### src/rtl/recorder_ctrl.sv
// ---------------------------------------------------------------------------
// recorder_ctrl
//   Sample recorder/player between an AC97 codec and an external 64K x 8
//   sample memory. Records incoming samples on each (optionally decimated)
//   AC97 frame, replays them in a continuous loop, and passes the incoming
//   stream through to the codec output while idle or recording.
//
// Ports
//   clock          in   system clock, everything on the rising edge
//   reset          in   synchronous, active-high, highest priority
//   record         in   level, 1 = capture audio to memory
//   playback       in   level, 1 = replay stored audio
//   ready          in   one-cycle pulse per AC97 frame
//   decimate       in   1 = act on every 8th frame only
//   from_ac97_data in   [7:0] incoming sample, valid with ready
//   to_ac97_data   out  [7:0] outgoing sample (registered)
//   mem_addr       out  [15:0] sample memory address (registered)
//   mem_we         out  one-cycle write strobe
//   mem_din        out  [7:0] memory write data
//   mem_dout       in   [7:0] memory read data, 1 cycle after mem_addr
//   state          out  [1:0] IDLE=0, RECORD=1, PLAY=2
//   rec_len        out  [15:0] number of stored samples
//   full           out  memory full flag
// ---------------------------------------------------------------------------
module recorder_ctrl (
    input  logic        clock,
    input  logic        reset,
    input  logic        record,
    input  logic        playback,
    input  logic        ready,
    input  logic        decimate,
    input  logic [7:0]  from_ac97_data,
    output logic [7:0]  to_ac97_data,
    output logic [15:0] mem_addr,
    output logic        mem_we,
    output logic [7:0]  mem_din,
    input  logic [7:0]  mem_dout,
    output logic [1:0]  state,
    output logic [15:0] rec_len,
    output logic        full
);

    localparam logic [1:0]  ST_IDLE   = 2'd0;
    localparam logic [1:0]  ST_RECORD = 2'd1;
    localparam logic [1:0]  ST_PLAY   = 2'd2;
    localparam logic [15:0] LEN_MAX   = 16'hFFFF;

    logic [1:0]  state_q,    state_d;
    logic [15:0] addr_q,     addr_d;
    logic [2:0]  phase_q,    phase_d;
    logic [15:0] rec_len_q,  rec_len_d;
    logic        full_q,     full_d;
    logic [15:0] mem_addr_q, mem_addr_d;
    logic        mem_we_q,   mem_we_d;
    logic [7:0]  mem_din_q,  mem_din_d;
    logic [7:0]  to_ac97_q,  to_ac97_d;
    // Captured write, strobed to memory one cycle after its frame so that a
    // reset in that cycle can still cancel it.
    logic        wr_pend_q,  wr_pend_d;
    logic [15:0] wr_addr_q,  wr_addr_d;
    logic [7:0]  wr_data_q,  wr_data_d;
    // Read pipeline: stage 1 = address on the bus, stage 2 = mem_dout valid.
    logic        rd_s1_q,    rd_s1_d;
    logic        rd_s2_q,    rd_s2_d;

    logic        qual_ready;
    logic        transition;
    logic [15:0] addr_inc;

    assign qual_ready = ready && (!decimate || (phase_q == 3'd0));
    assign transition = (state_d != state_q);
    assign addr_inc   = addr_q + 16'd1;

    // State register (and all other flops)
    always_ff @(posedge clock) begin
        if (reset) begin
            state_q    <= ST_IDLE;
            addr_q     <= '0;
            phase_q    <= '0;
            rec_len_q  <= '0;
            full_q     <= 1'b0;
            mem_addr_q <= '0;
            mem_we_q   <= 1'b0;
            mem_din_q  <= '0;
            to_ac97_q  <= '0;
            wr_pend_q  <= 1'b0;
            wr_addr_q  <= '0;
            wr_data_q  <= '0;
            rd_s1_q    <= 1'b0;
            rd_s2_q    <= 1'b0;
        end else begin
            state_q    <= state_d;
            addr_q     <= addr_d;
            phase_q    <= phase_d;
            rec_len_q  <= rec_len_d;
            full_q     <= full_d;
            mem_addr_q <= mem_addr_d;
            mem_we_q   <= mem_we_d;
            mem_din_q  <= mem_din_d;
            to_ac97_q  <= to_ac97_d;
            wr_pend_q  <= wr_pend_d;
            wr_addr_q  <= wr_addr_d;
            wr_data_q  <= wr_data_d;
            rd_s1_q    <= rd_s1_d;
            rd_s2_q    <= rd_s2_d;
        end
    end

    // Next-state logic
    always_comb begin
        state_d = state_q;
        case (state_q)
            ST_IDLE: begin
                if (record)
                    state_d = ST_RECORD;
                else if (playback && (rec_len_q != 16'd0))
                    state_d = ST_PLAY;
            end
            ST_RECORD: begin
                if ((rec_len_q == LEN_MAX) || !record)
                    state_d = ST_IDLE;
            end
            ST_PLAY: begin
                if (!playback || record)
                    state_d = ST_IDLE;
            end
            default: state_d = ST_IDLE;
        endcase
    end

    // Datapath next values
    always_comb begin
        addr_d     = addr_q;
        phase_d    = phase_q;
        rec_len_d  = rec_len_q;
        full_d     = full_q;
        mem_addr_d = mem_addr_q;
        mem_din_d  = mem_din_q;
        mem_we_d   = 1'b0;
        wr_pend_d  = 1'b0;
        wr_addr_d  = wr_addr_q;
        wr_data_d  = wr_data_q;
        rd_s1_d    = 1'b0;
        rd_s2_d    = rd_s1_q;
        to_ac97_d  = to_ac97_q;

        if (transition) begin
            // A frame landing on a transition cycle is dropped entirely.
            if (state_d == ST_RECORD) begin
                addr_d    = '0;
                rec_len_d = '0;
                full_d    = 1'b0;
                phase_d   = '0;
            end else if (state_d == ST_PLAY) begin
                addr_d  = '0;
                phase_d = '0;
            end else if ((state_q == ST_RECORD) && (rec_len_q == LEN_MAX)) begin
                full_d = 1'b1;
            end
        end else if (ready && (state_q == ST_RECORD)) begin
            phase_d = phase_q + 3'd1;
            if (qual_ready) begin
                wr_pend_d = 1'b1;
                wr_addr_d = addr_q;
                wr_data_d = from_ac97_data;
                addr_d    = addr_inc;
                rec_len_d = rec_len_q + 16'd1;
            end
        end else if (ready && (state_q == ST_PLAY)) begin
            phase_d = phase_q + 3'd1;
            if (qual_ready) begin
                mem_addr_d = addr_q;
                rd_s1_d    = 1'b1;
                // Loop back to the first sample after the last stored one.
                addr_d     = (addr_inc == rec_len_q) ? 16'd0 : addr_inc;
            end
        end

        // A captured write always completes, even if RECORD was just left.
        if (wr_pend_q) begin
            mem_we_d   = 1'b1;
            mem_addr_d = wr_addr_q;
            mem_din_d  = wr_data_q;
        end

        if (ready && ((state_q == ST_IDLE) || (state_q == ST_RECORD)))
            to_ac97_d = from_ac97_data;
        else if (rd_s2_q)
            to_ac97_d = mem_dout;
    end

    // Outputs
    always_comb begin
        state        = state_q;
        rec_len      = rec_len_q;
        full         = full_q;
        mem_addr     = mem_addr_q;
        mem_we       = mem_we_q;
        mem_din      = mem_din_q;
        to_ac97_data = to_ac97_q;
    end

endmodule

### config.mk
export PLATFORM = sky130hd
export DESIGN_NAME = recorder_ctrl
export DESIGN_NICKNAME = d
export VERILOG_FILES = /design/src/rtl/recorder_ctrl.sv
export SDC_FILE = /design/constraint.sdc
export NUM_CORES = 1
export LEC_CHECK = 0
export BUFFER_PORTS_ARGS = -buffer_cell sky130_fd_sc_hd__buf_2
export CAP_MARGIN = 20
export CORE_ASPECT_RATIO = 0.6
export CORE_MARGIN = 2
export CORE_UTILIZATION = 51
export DETAILED_ROUTE_END_ITERATION = 8
export MAX_ROUTING_LAYER = met4
export PLACE_DENSITY = 0.82
export SYNTH_ARGS = -nofsm -noshare
export SYNTH_HDL_FRONTEND = slang
export SYNTH_SLANG_ARGS = --single-unit
### constraint.sdc
create_clock -name clock -period 3.11 [get_ports clock]
set_clock_uncertainty 0.2 [all_clocks]
set_input_delay 0.311 -clock clock [delete_from_list [all_inputs] [get_ports clock]]
set_output_delay 0.311 -clock clock [all_outputs]
set_load 0.05 [all_outputs]
==> results of run 1 <==
## final timing paths
path                                to  slack [ns]                       from
max            addr_q[10]$_SDFFE_PP0P_        0.13    rec_len[0]$_SDFFE_PP0P_
min          wr_data_q[6]$_SDFFE_PP0P_        0.02          from_ac97_data[6]
max reg2reg    addr_q[10]$_SDFFE_PP0P_        0.13    rec_len[0]$_SDFFE_PP0P_
min reg2reg  wr_addr_q[7]$_SDFFE_PP0P_        0.25  wr_addr_q[7]$_SDFFE_PP0P_
## flip-flops by register name, summed over array words and instances, names as in the netlist
name,count
state,2
full,1
mem_addr,16
wr_addr_q,16
mem_we,1
rd_s1_q,1
phase_q,3
addr_q,16
wr_data_q,8
to_ac97_data,8
wr_pend_q,1
rec_len,16
mem_din,8
rd_s2_q,1
## power groups by stage
stage,Combinational (µW),Sequential (µW),Clock [µW]
floorplan,101,1350,0
global placement,204,1310,0
detailed placement,209,1310,0
CTS,211,1280,1090
global route,238,1280,1130
finish,221,1280,1080
## cell usage in the layout, fill, tap and decap left out, drive strengths merged, types with 18 or more instances in the layout
cell type  instances
nand3             22
nand4             22
dfxtp             98
nand2             77
xor2              18
nor2              71
a211oi            25
buf              114
a21oi             35
mux2i             33
inv               24
## timing repair
| action | 4_1_cts | 5_1_grt |
|---|---|---|
| pin swaps | 0 | 2 |
| resized for setup | 1 | 6 |
| endpoints found under the hold margin | 0 | 0 |
| endpoints found under the setup margin | 16 | 28 |
## layer usage
| metal | wire [µm] | share of wire, % | vias to the layer above |
|---|---|---|---|
| li1 | - | - | 2202 |
| met1 | 6440 | 47 | 2191 |
| met2 | 6000 | 44 | 222 |
| met3 | 1070 | 7.8 | 25 |
| met4 | 159 | 1.2 | 0 |
| met5 | 0 | 0 | - |
## per-stage QoR
stage | utilization [%] | setup WS (ns) | instances | instance area [µm²] | hold WS, ns
2_1_floorplan | - | 0.000755 | 581 | 4840 | 0.214
3_3_place_gp | 59.8 | 0.0803 | 780 | 5490 | 0.240
3_5_place_dp | 59.8 | -0.0260 | 780 | 5490 | 0.223
4_1_cts | 62.9 | 0.124 | 796 | 5780 | 0.0140
5_1_grt | 63.4 | -0.0141 | 796 | 5820 | 0.0349
6_report | 63.4 | 0.128 | 796 | 5820 | 0.0210
## cell type report
cell class / instances / area [µm²]
multi-input combinational: 418 / 2650
tap: 130 / 163
clock buffer: 9 / 225
clock inverter: 7 / 58.8
sequential: 98 / 1970
inverter: 20 / 75.1
fill: 800 / 3370
timing repair buffer: 114 / 686
## cell families after synthesis
| logic type | count (synthesis) |
|---|---|
| buffers and inverters | 65 |
| AND/OR/NAND/NOR | 242 |
| multiplexers | 35 |
| adder cells (fa/ha/maj) | 5 |
| AO/OA/AOI/OAI | 101 |
| XOR/XNOR | 35 |
| flip-flops | 98 |
## worst register-to-register path: cells and delay by family, from the launching register on
| kind | cells | cell delay [ns] |
|---|---|---|
| fa+ha+maj | 1 | 0.14 |
| buf+inv | 3 | 0.47 |
| compound gates | 4 | 1.13 |
| simple gates | 3 | 0.58 |
| flops | 1 | 0.32 |
==> flow_metrics.tcl, run 1 <==
set metrics [dict create \
    place_hpwl_mm 9.75 \
    internal_power_uw 1890 \
    avgSynthCellArea_um2 8.32 \
    ys_warn_count 0 \
    synth_top_area_cell "dfxtp_1" \
    cts_buffer_depth 2 \
    max-slew-margin-rel_pct 34.7 \
    tightest_slew_ns 0.979 \
    rsz0062_at_grt "yes" \
    die_area_um2 10300 \
    period_share_pct 95.9 \
    yosysMostFrequentCell "dfxtp_1" \
    clkPwrFrac_pct 41.7 \
    setup_tns_ns 0 \
    use_met1_pct 39.1 \
    synthAdderAreaFrac_pct 1.29 \
    crit_family "compound AO/OA/AOI/OAI gates" \
    clock_latency_ns 0.35 \
    synth_commonest_cells "98 x dfxtp_1, 77 x nand2_1, 71 x nor2_1" \
    ant_nets 0 \
    crit_path_frequent_cell "buf_4" \
    place_congestion 0.965 \
    first_global_vias 4421 \
    viasPerCell 5.83 \
    setup_viol 0 \
    comb_power_share_pct 8.6 \
    reg2reg_depth 11 \
    synth_area_leaders "dfxtp_1 41%, mux2i_1 6.8%, nand2_1 6.0%, nor2_1 5.5%, a211oi_1 3.9%" \
    numClockSinks 98 \
    critPathSlowestCell "or4b_4" \
    crit_chain "inv_1 > ha_1 > or4b_4 > o41ai_4 > buf_4 > nor3_1 > o32ai_2 > buf_4 > nor4b_1 > o211ai_1 > o31ai_1" \
    htreeDepth 3 \
    grt_use_met2_pct 41.0 \
    critical_path_arrival_ns 2.98 \
    std_cell_rows 27 \
    grt_overflow_total 0 \
    synth_seq_cells 98 \
    cts.clk_slew.worst_paths_ns 0.07 \
    grt_pass1_wl_mm 21.9 \
    synth.distinct_cells 47 \
    min_path_type "in2reg" \
    start_kind "flip-flop" \
    grt_max_degree 74 \
    whs_path_depth 3 \
    dieHeight_um 79.4 \
    p_leak_uw 0.00226 \
    finalHoldViolCount 0 \
    nets 688 \
    drv_slew 0 \
    endpoint_kind "flip-flop" \
    synth_compound_area_share_pct 14.2 \
    ir_worst_vdd_uv 368 \
    netlist_area_um2 4830 \
    grt_busiest_layer "met2" \
    asyncSetResetFlopFracSynth_pct 0 \
    synth_top_area_share_pct 40.6 \
    synth_xor_xnor_area_share_pct 6.34 \
    slowest_delay_ns 0.46 \
    p_sw_share_pct 26.4 \
    first_pass_iters 5 \
    p_sw_uw 681 \
    layout_min_cycle_time_ns 2.98 \
    die_w_um 130 \
    wl_per_cell_um 17.2 \
    worstSetupPathDepth 11 \
    fmax_ghz 0.335 \
    synth_edf_count 0 \
    area_growth_pct 20.5 \
    critical_path.max_fanout 4 \
    grt_antenna_before_repair 0 \
    power_frac_seq_pct 49.7 \
    n_antenna_cell 0 \
    drc 0 \
    cts_tree "built" \
    powerDensity_nw_per_um2 442 \
    cp.buffers_inverters 3 \
    maxCapViolations 0 \
    syn_inst 581 \
    io_buffers 73 \
    synth_nets 608 \
    yosysSeqAreaShare_pct 40.6 \
    cts_root_buf "clkbuf_16" \
    cts_hold_buf 0 \
    drtIter0Drc 398 \
    cts_setup_buffers 0 \
    path_class "reg2reg" \
    track_usage_pct 27.8 \
    cp.required_ns 3.11 \
    ioPinCount 74 \
    grtUsageMet3_pct 6.23 \
    vias 4640 \
    synth-simple-area-share_pct 24.5 \
    status "complete, no violations" \
    core_region_area_um2 9190 \
    synth-main-ff-cell "dfxtp_1" \
    start_util_pct 52.6 \
    finalPower_uw 2580 \
    synth_top_family_by_area "simple AND/OR/NAND/NOR gates" \
    cts-buffers-inserted 9 \
    synthMuxAreaShare_pct 7.30 \
    layout-drive-gt1-share_pct 22.2 \
    wirelength_mm 13.7 \
]
(Power assumes the default switching activity.)
==> run 2, diff against run 1 <==
Settings changed: CORE_MARGIN 2 to unset, HOLD_SLACK_MARGIN set to 0.03, SKIP_LAST_GASP set to 1.
==> run 2 against run 1 <==
- critical path depth is 4 lower
- worst hold slack better by 0.023 ns
- clock-buffer cell count stayed put
- cell count is 1.4% higher
- combinational power hardly changed
- clock power is 13% higher
- global-route usage is 1.9 points higher
- total power is 5.8% higher
- largest power group unchanged
- setup slack better by 0.026 ns
- non-clock buffer count is 12 higher
==> flow_metrics.tcl, run 2 (synthesized netlist as in run 1, its figures left out) <==
set metrics [dict create \
    first_global_vias 4280 \
    drtIter0Drc 354 \
    die_w_um 128 \
    viasPerCell 5.73 \
    htreeDepth 3 \
    critical_path_arrival_ns 3.03 \
    period_share_pct 95.1 \
    setup_viol 0 \
    grt_overflow_total 0 \
    core_region_area_um2 9190 \
    place_area_um2 5520 \
    powerDensity_nw_per_um2 459 \
    ant_nets 0 \
    n_antenna_cell 0 \
    setup_tns_ns 0 \
    layout_min_cycle_time_ns 2.96 \
    drc 0 \
    clock_latency_ns 0.35 \
    critical_path.max_fanout 8 \
    place_congestion 0.915 \
    max-slew-margin-rel_pct 32.6 \
    min_path_type "in2reg" \
    die_area_um2 9880 \
    rsz0062_at_grt "yes" \
    final_common_cell "dfxtp_1" \
    io_buffers 73 \
    p_leak_uw 0.00233 \
    fmax_ghz 0.338 \
    cts-buffers-inserted 9 \
    place_inst 784 \
    dieHeight_um 77.4 \
    std_cell_rows 27 \
    cp.required_ns 3.19 \
    grt_pass1_wl_mm 22.2 \
    place_hpwl_mm 9.69 \
    grt_max_degree 40 \
    finalInstanceArea_um2 5940 \
    track_usage_pct 29.7 \
    endpoint_kind "flip-flop" \
    start_kind "flip-flop" \
    path_class "reg2reg" \
    cts_root_buf "clkbuf_16" \
    maxCapViolations 0 \
    final_cell_mix "94 x dfxtp_1, 77 x nand2_1, 73 x buf_2" \
    area_growth_pct 23.0 \
    ir_worst_vdd_uv 349 \
    wirelength_mm 13.6 \
    first_pass_iters 5 \
    final_cell_count_no_fill 807 \
    cts_buffer_depth 2 \
    ioPinCount 74 \
    drv_slew 0 \
    vias 4627 \
    cts_tree "built" \
    grt_antenna_before_repair 0 \
    fillerInstances 784 \
    status "complete, no violations" \
    start_util_pct 52.6 \
    cts.clk_slew.worst_paths_ns 0.07 \
    nets 700 \
    finalPower_uw 2730 \
    numClockSinks 98 \
    wl_per_cell_um 16.8 \
    finalHoldViolCount 0 \
    cts_setup_buffers 0 \
    tightest_slew_ns 1.01 \
    layout-drive-gt1-share_pct 22.2 \
]
-- run 2: cell count changes in the layout (fill, tap and decap cells not counted), sizes merged --
cell         delta
dlygate4sd3     +8
clkinv          -1
buf             +4
bufinv          +2
inv             -2
-- run 2: repair_timing --
action	in CTS	in global routing
endpoints found under the setup margin	0	18
gates resized for setup	0	3
hold buffers	7	1
hold endpoints to repair	7	1
-- run 2: critical path, cell delays in order (launching register included) --
cell and delay [ns]:
dfxtp_1 0.38, or4_1 0.58, o41ai_4 0.49, nor3_1 0.12, o32a_1 0.44, a21oi_2 0.38, a31oi_1 0.11, o22ai_1 0.18
-- run 2: final timing paths --
kind	startpoint	to	slack, ns	depth (start not counted)
worst max-delay path	rec_len[5]$_SDFFE_PP0P_	addr_q[3]$_SDFFE_PP0P_	0.15	7
worst min-delay path	from_ac97_data[7]	wr_data_q[7]$_SDFFE_PP0P_	0.04	3
worst max register to register	rec_len[5]$_SDFFE_PP0P_	addr_q[3]$_SDFFE_PP0P_	0.15	7
worst min register to register	wr_data_q[2]$_SDFFE_PP0P_	wr_data_q[2]$_SDFFE_PP0P_	0.26	2
-- run 2: power by group --
part / switching [µW] / total (µW) / leakage (µW) / internal [µW]
clock network: 508 / 1220 / 0.000160 / 714
logic: 152 / 223 / 0.00138 / 71.0
registers: 10.6 / 1280 / 0.000794 / 1270
total: 670 / 2730 / 0.00233 / 2060
-- run 2: layer usage --
layer	track usage, %	part of all wire (%)
met5	-	0
met4	6.47	1.2
met3	7.86	8.6
met2	41.7	43
met1	42.6	47
-- run 2: cell type report --
type / instances / area, µm² / area share, %
clock inverter: 6 / 100 / 1.68
sequential: 98 / 1970 / 33.1
clock buffer: 9 / 225 / 3.79
multi-input combinational: 418 / 2620 / 44.0
inverter: 20 / 75.1 / 1.26
timing repair buffer: 126 / 796 / 13.4
tap: 130 / 163 / 2.74
-- run 2: through the flow --
stage	hold WS [ns]	utilization, %	setup slack, ns
final	0.0437	64.7	0.154
after global routing	0.0475	64.7	-0.00766
after global placement	0.227	60.1	0.209
after CTS	0.0322	64.4	0.107
after floorplan	0.214	-	0.000755
after detailed placement	0.233	60.1	0.129
==> run 3, diff against run 2 <==
Settings changed: PLACE_DENSITY 0.82 to 0.83.
==> run 3 against run 2 <==
- clock-buffer cell count unchanged
- critical endpoint is now mem_addr[3]$_SDFFE_PP0P_
- critical path depth up 3
- critical path type unchanged
- via count increased by 2.1%
- die area did not move
- register-to-register slack is essentially flat
- clock power hardly changed
==> flow_metrics.tcl, run 3 (synthesized netlist as in run 1, its figures left out) <==
set metrics [dict create \
    status "complete, no violations" \
    cts_buffer_depth 2 \
    maxCapViolations 0 \
    final_common_cell "dfxtp_1" \
    clock_latency_ns 0.35 \
    area_growth_pct 23.0 \
    cts_root_buf "clkbuf_16" \
    grt_busiest_layer "met2" \
    p_leak_uw 0.00233 \
    endpoint_kind "flip-flop" \
    grtUsageMet3_pct 7.79 \
    critical_path.max_fanout 17 \
    period_share_pct 95.5 \
    cts_setup_buffers 0 \
    drtIter0Drc 418 \
    n_antenna_cell 0 \
    max-slew-margin-rel_pct 35.3 \
    ioPinCount 74 \
    track_usage_pct 29.5 \
    grt_use_met2_pct 43.8 \
    startpoint "rec_len[0]$_SDFFE_PP0P_" \
    start_util_pct 52.6 \
    die_area_um2 9880 \
    critical_path_arrival_ns 2.94 \
    std_cell_rows 27 \
    place_congestion 0.942 \
    wl_per_cell_um 17.3 \
    die_w_um 128 \
    powerDensity_nw_per_um2 455 \
    first_global_vias 4374 \
    final_cell_mix "94 x dfxtp_1, 77 x nand2_1, 73 x buf_2" \
    cts-buffers-inserted 9 \
    finalInstanceArea_um2 5940 \
    tightest_slew_ns 0.969 \
    numClockSinks 98 \
    use_met1_pct 40.3 \
    cp.required_ns 3.08 \
    rsz0062_at_grt "no" \
    wirelength_mm 14.0 \
    core_region_area_um2 9190 \
    grt_antenna_before_repair 0 \
    first_pass_iters 4 \
    r2r-end "mem_addr[3]$_SDFFE_PP0P_" \
    min_from "playback" \
    place_area_um2 5530 \
    path_class "reg2reg" \
    layout-drive-gt1-share_pct 22.2 \
    whs_path_depth 3 \
    finalHoldViolCount 0 \
    grt_pass1_wl_mm 22.3 \
    grt_max_degree 74 \
    min_path_type "in2reg" \
    ir_worst_vdd_uv 323 \
    setup_viol 0 \
    htreeDepth 3 \
    cts_tree "built" \
    viasPerCell 5.84 \
    drv_slew 0 \
    io_buffers 73 \
    drc 0 \
    fmax_ghz 0.337 \
    place_hpwl_mm 9.88 \
    nets 701 \
    ant_nets 0 \
    setup_tns_ns 0 \
    reg2reg_depth 10 \
    grt_overflow_total 0 \
    vias 4723 \
    cts.clk_slew.worst_paths_ns 0.08 \
    start_kind "flip-flop" \
    reg2reg_from "rec_len[0]$_SDFFE_PP0P_" \
    dieHeight_um 77.4 \
    whs_endpoint "state[1]$_SDFF_PP0_" \
    layout_min_cycle_time_ns 2.97 \
    reg2reg_setup_slack_ns 0.14 \
]
[run 3: worst max-delay path by stage]
stage                                            to  cells after the start  slack (ns)
final                      mem_addr[3]$_SDFFE_PP0P_                     10        0.14
after global routing       mem_addr[2]$_SDFFE_PP0P_                     10        0.01
after CTS                    addr_q[2]$_SDFFE_PP0P_                      9        0.01
after detailed placement   mem_addr[3]$_SDFFE_PP0P_                     10        0.04
after global placement     mem_addr[7]$_SDFFE_PP0P_                     10        0.19
after floorplan           mem_addr[10]$_SDFFE_PP0P_                      9      0.0008
[run 3: metrics by stage]
step / worst slack, ns / utilization [%] / hold slack (ns) / total power, µW / std cells
CTS: 0.0129 / 64.5 / 0.0397 / 2700 / 809
finish: 0.140 / 64.7 / 0.0461 / 2700 / 809
floorplan: 0.000755 / - / 0.214 / 1450 / 581
global route: 0.00961 / 64.7 / 0.0518 / 2790 / 809
detailed placement: 0.0382 / 60.2 / 0.242 / 1520 / 785
global placement: 0.187 / 60.2 / 0.224 / 1510 / 785
[run 3: final cells by class]
cell class / count / area (µm²)
clock inverter: 7 / 95.1
timing repair buffer: 127 / 803
sequential: 98 / 1970
inverter: 20 / 75.1
clock buffer: 9 / 225
multi-input combinational: 418 / 2620
fill: 764 / 3240
tap: 130 / 163
[run 3: timing repair]
action | CTS | global route
hold buffers | 8 | 0
setup endpoints to repair | 0 | 23
gates resized for setup | 0 | 3
endpoints found under the hold margin | 8 | 0
[run 3: critical path, stage by stage, from the launching register on]
cell      delay [ns]
dfxtp_2         0.32
buf_4           0.15
ha_1            0.28
and4_1          0.22
and4_1          0.27
a211oi_2        0.36
a211o_4         0.19
nor4b_4         0.25
buf_12          0.22
mux2i_1         0.22
a211oi_1        0.10
[run 3: per-layer routing]
metal  vias up  routed length (µm)
li1       2223                   -
met1      2245                6290
met2       230                6260
met3        25                1240
met4         0                 173
met5         -                   0
[run 3: power breakdown]
group | internal (µW) | switching (µW)
registers | 1270 | 10.5
logic | 71.7 | 155
clock network | 650 | 546
